--- config.mk ---
export PLATFORM = sky130hd
export DESIGN_NAME = kbd_text_writer
export DESIGN_NICKNAME = d
export VERILOG_FILES = /design/src/rtl/kbd_pkg.sv /design/src/rtl/kbd_ascii_lut.sv /design/src/rtl/kbd_text_writer.sv
export SDC_FILE = /design/constraint.sdc
export NUM_CORES = 1
export LEC_CHECK = 0
export ABC_AREA = 1
export BUFFER_PORTS_ARGS = -buffer_cell sky130_fd_sc_hd__clkbuf_2
export CORE_MARGIN = 3
export CORE_UTILIZATION = 34
export CTS_CLUSTER_SIZE = 8
export DETAILED_ROUTE_END_ITERATION = 10
export GPL_TIMING_DRIVEN = 0
export PLACE_DENSITY = 0.58
export SETUP_SLACK_MARGIN = 0.4
export SYNTH_ARGS = -nofsm -noshare
export SYNTH_HDL_FRONTEND = slang
export SYNTH_HIERARCHICAL = 1
export SYNTH_SLANG_ARGS = --single-unit
--- constraint.sdc ---
create_clock -name clk -period 2.35 [get_ports clk]
set_input_delay 0 -clock clk [delete_from_list [all_inputs] [get_ports clk]]
set_output_delay 0 -clock clk [all_outputs]
set_load 0.02 [all_outputs]
--- src/rtl/kbd_pkg.sv ---
// Shared constants and types for the PS/2 keyboard text writer.
// Scan codes are PS/2 set 2.
package kbd_pkg;

  localparam int COLS   = 16;
  localparam int ROWS   = 4;
  localparam int ADDR_W = 6;

  localparam logic [7:0] BLANK = 8'h20;

  localparam logic [7:0] SC_EXT    = 8'hE0;
  localparam logic [7:0] SC_BRK    = 8'hF0;
  localparam logic [7:0] SC_LSHIFT = 8'h12;
  localparam logic [7:0] SC_RSHIFT = 8'h59;
  localparam logic [7:0] SC_BKSP   = 8'h66;
  localparam logic [7:0] SC_ENTER  = 8'h5A;
  localparam logic [7:0] SC_ESC    = 8'h76;

  typedef enum logic {
    ST_CLEAR,
    ST_IDLE
  } state_e;

  function automatic logic [7:0] pick(
    input logic       s,
    input logic [7:0] lo,
    input logic [7:0] hi
  );
    return s ? hi : lo;
  endfunction

endpackage

--- src/rtl/kbd_ascii_lut.sv ---
// Shift-aware PS/2 set-2 scan code to ASCII table.
// Unmapped codes return 8'h00.
module kbd_ascii_lut
  import kbd_pkg::*;
(
  input  logic [7:0] code,
  input  logic       shift,
  output logic [7:0] ascii
);

  always_comb begin
    ascii = 8'h00;
    case (code)
      8'h1C: ascii = pick(shift, "a", "A");
      8'h32: ascii = pick(shift, "b", "B");
      8'h21: ascii = pick(shift, "c", "C");
      8'h23: ascii = pick(shift, "d", "D");
      8'h24: ascii = pick(shift, "e", "E");
      8'h2B: ascii = pick(shift, "f", "F");
      8'h34: ascii = pick(shift, "g", "G");
      8'h33: ascii = pick(shift, "h", "H");
      8'h43: ascii = pick(shift, "i", "I");
      8'h3B: ascii = pick(shift, "j", "J");
      8'h42: ascii = pick(shift, "k", "K");
      8'h4B: ascii = pick(shift, "l", "L");
      8'h3A: ascii = pick(shift, "m", "M");
      8'h31: ascii = pick(shift, "n", "N");
      8'h44: ascii = pick(shift, "o", "O");
      8'h4D: ascii = pick(shift, "p", "P");
      8'h15: ascii = pick(shift, "q", "Q");
      8'h2D: ascii = pick(shift, "r", "R");
      8'h1B: ascii = pick(shift, "s", "S");
      8'h2C: ascii = pick(shift, "t", "T");
      8'h3C: ascii = pick(shift, "u", "U");
      8'h2A: ascii = pick(shift, "v", "V");
      8'h1D: ascii = pick(shift, "w", "W");
      8'h22: ascii = pick(shift, "x", "X");
      8'h35: ascii = pick(shift, "y", "Y");
      8'h1A: ascii = pick(shift, "z", "Z");
      8'h45: ascii = pick(shift, "0", ")");
      8'h16: ascii = pick(shift, "1", "!");
      8'h1E: ascii = pick(shift, "2", "@");
      8'h26: ascii = pick(shift, "3", "#");
      8'h25: ascii = pick(shift, "4", "$");
      8'h2E: ascii = pick(shift, "5", "%");
      8'h36: ascii = pick(shift, "6", "^");
      8'h3D: ascii = pick(shift, "7", "&");
      8'h3E: ascii = pick(shift, "8", "*");
      8'h46: ascii = pick(shift, "9", "(");
      8'h29: ascii = " ";
      8'h0E: ascii = pick(shift, 8'h60, "~");
      8'h4E: ascii = pick(shift, "-", "_");
      8'h55: ascii = pick(shift, "=", "+");
      8'h54: ascii = pick(shift, "[", "{");
      8'h5B: ascii = pick(shift, "]", "}");
      8'h5D: ascii = pick(shift, "\\", "|");
      8'h4C: ascii = pick(shift, ";", ":");
      8'h52: ascii = pick(shift, "'", "\"");
      8'h41: ascii = pick(shift, ",", "<");
      8'h49: ascii = pick(shift, ".", ">");
      8'h4A: ascii = pick(shift, "/", "?");
      default: ascii = 8'h00;
    endcase
  end

endmodule

--- src/rtl/kbd_text_writer.sv ---
// PS/2 byte stream to character-RAM writer with cursor,
// shift tracking, backspace/enter/esc and power-on clear.
module kbd_text_writer
  import kbd_pkg::*;
#(
  parameter int         COLS_P   = COLS,
  parameter int         ROWS_P   = ROWS,
  parameter int         ADDR_W_P = ADDR_W,
  parameter logic [7:0] BLANK_P  = BLANK
) (
  input  logic                clk,
  input  logic                reset,
  input  logic                scan_done_tick,
  input  logic [7:0]          scan_data,
  output logic                we,
  output logic [ADDR_W_P-1:0] write_address,
  output logic [7:0]          ram_in,
  output logic [ADDR_W_P-1:0] cursor,
  output logic                busy
);

  state_e              state_q, state_d;
  logic [ADDR_W_P-1:0] clr_cnt_q, clr_cnt_d;
  logic                we_q, we_d;
  logic [ADDR_W_P-1:0] addr_q, addr_d;
  logic [7:0]          data_q, data_d;
  logic [ADDR_W_P-1:0] cursor_q, cursor_d;
  logic                shift_l_q, shift_l_d;
  logic                shift_r_q, shift_r_d;
  logic                brk_q, brk_d;
  logic                ext_q, ext_d;
  logic                busy_q, busy_d;

  logic [7:0]          ascii;
  int                  row;

  kbd_ascii_lut u_lut (
    .code  (scan_data),
    .shift (shift_l_q | shift_r_q),
    .ascii (ascii)
  );

  always_comb begin
    state_d   = state_q;
    clr_cnt_d = clr_cnt_q;
    we_d      = 1'b0;
    addr_d    = addr_q;
    data_d    = data_q;
    cursor_d  = cursor_q;
    shift_l_d = shift_l_q;
    shift_r_d = shift_r_q;
    brk_d     = brk_q;
    ext_d     = ext_q;
    busy_d    = busy_q;
    row       = int'(cursor_q) / COLS_P;
    unique case (state_q)
      ST_CLEAR: begin
        we_d      = 1'b1;
        addr_d    = clr_cnt_q;
        data_d    = BLANK_P;
        clr_cnt_d = clr_cnt_q + 1'b1;
        cursor_d  = '0;
        busy_d    = 1'b1;
        if (clr_cnt_q == '1) state_d = ST_IDLE;
      end
      ST_IDLE: begin
        busy_d = 1'b0;
        if (scan_done_tick) begin
          priority case (1'b1)
            scan_data == SC_EXT: ext_d = 1'b1;
            scan_data == SC_BRK: brk_d = 1'b1;
            ext_q: begin
              ext_d = 1'b0;
              brk_d = 1'b0;
            end
            brk_q: begin
              brk_d = 1'b0;
              if (scan_data == SC_LSHIFT) shift_l_d = 1'b0;
              if (scan_data == SC_RSHIFT) shift_r_d = 1'b0;
            end
            scan_data == SC_LSHIFT: shift_l_d = 1'b1;
            scan_data == SC_RSHIFT: shift_r_d = 1'b1;
            scan_data == SC_BKSP: begin
              if (cursor_q != '0) begin
                cursor_d = cursor_q - 1'b1;
                we_d     = 1'b1;
                addr_d   = cursor_q - 1'b1;
                data_d   = BLANK_P;
              end
            end
            scan_data == SC_ENTER:
              cursor_d = ADDR_W_P'(((row + 1) % ROWS_P) * COLS_P);
            scan_data == SC_ESC: begin
              state_d   = ST_CLEAR;
              clr_cnt_d = '0;
              busy_d    = 1'b1;
            end
            default: begin
              if (ascii != 8'h00) begin
                we_d     = 1'b1;
                addr_d   = cursor_q;
                data_d   = ascii;
                cursor_d = cursor_q + 1'b1;
              end
            end
          endcase
        end
      end
      default: state_d = ST_CLEAR;
    endcase
  end

  always_ff @(posedge clk or negedge reset) begin
    if (!reset) begin
      state_q   <= ST_CLEAR;
      clr_cnt_q <= '0;
      we_q      <= 1'b0;
      addr_q    <= '0;
      data_q    <= BLANK_P;
      cursor_q  <= '0;
      shift_l_q <= 1'b0;
      shift_r_q <= 1'b0;
      brk_q     <= 1'b0;
      ext_q     <= 1'b0;
      busy_q    <= 1'b1;
    end else begin
      state_q   <= state_d;
      clr_cnt_q <= clr_cnt_d;
      we_q      <= we_d;
      addr_q    <= addr_d;
      data_q    <= data_d;
      cursor_q  <= cursor_d;
      shift_l_q <= shift_l_d;
      shift_r_q <= shift_r_d;
      brk_q     <= brk_d;
      ext_q     <= ext_d;
      busy_q    <= busy_d;
    end
  end

  assign we            = we_q;
  assign write_address = addr_q;
  assign ram_in        = data_q;
  assign cursor        = cursor_q;
  assign busy          = busy_q;

endmodule
==> results by group <==
Outcome
  • Status: finished clean

Synth
  • Synth top area share: 0.2231
  • Ys async rst share: 1.000
  • Mapped Avg Cell Area: 5.806 µm²
  • Post-synth EDFFs: 0
  • Distinct cells, synth: 39
  • Syn_nets: 636
  • Most numerous cell in the Yosys netlist: nand2_1
  • Post-synthesis cell count: 620
  • #FFs+latches synth: 33
  • Synth cell count leaders: nand2_1 (214), nor2_1 (97), nand3_1 (81)
  • Main synth FF type: dfrtp_1
  • Top post-synthesis cells by area: nand2_1 (22%), dfrtp_1 (22%), nand3_1 (11%)
  • Synth warn: 6
  • Mapped Area: 3600 µm²
  • Seq/Total Area, Yosys: 0.2301
  • Cell taking the most area after synthesis: nand2_1

Cells and area
  • Final Core Density: 0.4357
  • Area delta synth->final: 21.59%
  • Nets@finish: approximately 700
  • Layout cells sized above 1: 0.2118
  • # diodes: 0

STA
  • Peak Freq: 0.4349 GHz
  • Hold WS: between 0.07 and 0.08 ns
  • Max Slew Vio Count: 0
  • Final period utilization: 0.9785
  • Least-Margin Pin Slew: 0.8341 ns
  • Min Clock Period, post-route: around 2.3 ns
  • Clk_skew: 0.009585 ns
  • Max_slew headroom: 0.4440
  • Hold Violations, Final: 0
  • Unrepaired setup endpoints after global routing: true
  • Final setup fails: 0

Die
  • Core outline area: 10040 µm²
  • Io pins: 33
  • Die area: 11860 µm²
  • Row count: 36
  • Initial Utilization: 0.3584
  • Die X: 108.9 µm
  • Die Y: approximately 110 µm

Worst setup path
  • R2r worst-path depth: 17
  • Crit path max fanout: 10
  • Worst path arrival time: 2.46 ns
  • Startpoint Class: flop
  • Worst Setup SP: shift_l_q
  • RR Endpoint: write_address[2]
  • Reg2reg setup slack: 0.05 ns
  • Worst r2r src: shift_l_q
  • Critical Path Sink: write_address[2]
  • CP Data Required Time: 2.51 ns
  • Critical path class: flop to flop
  • Crit. End Element: flop

CTS
  • Number of buffers on the longest clock path: 2
  • Clock transition at path regs: roughly 0.07 ns
  • H-Tree Depth: 2
  • Clock sink count: 33
  • CTS buffer count: 5
  • Clk_lat worst skew: 0.28 ns
  • Root Driver: clkbuf_8
  • CTS tree: done

Worst hold path
  • Hold crit path type: primary input to flop

Routing
  • Via density: 5.170
  • DR pass1 iterations: 5
  • DR iter-0 viols: around 380
  • Met2 WL: 5.115 mm
  • Remaining DRCs: 0
  • Drt wl/cell: 14.38 µm
  • Via count: 4203
  • Antenna Nets Post-Route: 0
  • Top routing layer in use: met4
  • Final WL: 11.69 mm
  • Metal-1 WL: 5.501 mm
  • Met3 wire length: 912 µm

Pwr
  • Max VDD drop: 0.4940 mV
  • Pwr Density: between 600 and 700 nW/µm²
  • Total Power: approximately 2700 µW
  • Leak pwr: ~0.0025 µW

Global route
  • Overflow after GRT: 0
  • Initial antenna violation count: 0
  • GRT Overall Usage: 0.2029
  • Global-route wire length before repair: 19.26 mm
  • Vias in the first global route: between 3k and 4k
  • Largest net degree at the start of global routing: 34

Placed design
  • GP Congestion: 0.9253
  • Detailed placer's ending HPWL: 8.950 mm
  • PortBufs: 32

Run
  • Maxcap violations: 0
-- worst max-delay path, cell delays in order (launching register included) --
cell and delay [ns]:
dfrtp_1 0.40, or2_4 0.32, inv_8 0.09, buf_6 0.13, nand3_1 0.09, nand2_1 0.10, nor2_1 0.04, nand2_1 0.07
nor2_2 0.05, nand3_2 0.10, nor2_2 0.05, nand4_1 0.10, nand3_2 0.10, nand2_2 0.10, nand3_4 0.14, buf_6 0.18
nand2_1 0.06, o21ai_1 0.06
-- flip-flops by register name, indices dropped and copies added (netlist names) --
name           count
busy               1
ram_in             8
cursor             6
state_q            1
shift_l_q          1
clr_cnt_q          6
brk_q              1
shift_r_q          1
write_address      6
ext_q              1
we                 1
-- report_power, final --
group	leakage [µW]	total [µW]	switching, µW	internal, µW
clock network	0.0000455	435	196	239
logic	0.00200	1350	825	526
registers	0.000418	907	171	736
total	0.00246	2690	1190	1500
-- through the flow --
step / worst slack (ns) / TNS (ns) / instance area (µm²) / instances
finish: 0.05060 / 0 / 4377 / 813
global route: -0.08734 / -1.404 / 4377 / 813
CTS: 0.09686 / 0 / 4272 / 811
detailed placement: -0.2129 / -3.048 / 3980 / 785
global placement: -0.2377 / -3.679 / 3980 / 785
floorplan: 0.3895 / 0 / 3654 / 620
-- how the worst min path moves through the flow --
stage,cells past startpoint,start,slack (ns),endpoint
floorplan,0,reset,-0.30,brk_q
global placement,1,reset,0.13,clr_cnt_q[1]
detailed placement,1,reset,0.14,clr_cnt_q[1]
CTS,3,scan_done_tick,0.07,shift_l_q
global route,3,scan_done_tick,0.08,shift_l_q
finish,3,scan_done_tick,0.08,shift_l_q
-- repair_timing --
item,CTS,global route
hold buffers,1,0
endpoints found under the hold margin,31,0
setup buffers,14,1
pin swaps,9,10
endpoints found under the setup margin,21,21
resized for setup,22,20
cloned,3,1
-- cell type report --
type                            instances  area [µm²]
Buffer                                 21       200.2
Clock buffer                            8       90.09
Fill cell                            1086        5668
Inverter                               51       198.9
Multi-Input combinational cell        515        2544
Sequential cell                        33       828.3
Tap cell                              133       166.4
Timing Repair Buffer                   52       349.1
-- placed cells by master, fill, tap and decap left out, types with 5 or more instances in the layout --
cell and instances:
a21oi_1 11, buf_2 6, buf_4 16, buf_6 11
clkbuf_2 32, clkbuf_8 8, dfrtp_1 31, ha_1 5
inv_1 41, inv_2 9, nand2_1 206, nand2_2 9
nand2_4 8, nand3_1 72, nand3_2 9, nand3b_1 6
nand4_1 15, nor2_1 91, nor2_2 14, o21ai_0 16
o21ai_1 14, o21ai_2 6, xor2_1 5
-- cells by family (layout without fill, tap and decap cells) --
kind of cell	after synthesis	after routing	share of synthesized area
xor+xnor	6	6	0.01460
fa+ha+maj	5	5	0.01738
buf+inv	72	132	0.09419
flops	33	33	0.2301
simple gates	448	448	0.5561
compound gates	55	55	0.08655
other cells	1	1	0.001042
-- per-layer routing --
layer	vias to the layer above	track usage
li1	2125	-
met1	1896	0.2957
met2	168	0.3136
met3	14	0.02960
met4	0	0.05050
met5	-	0
Power figures use the tool's default switching activity.
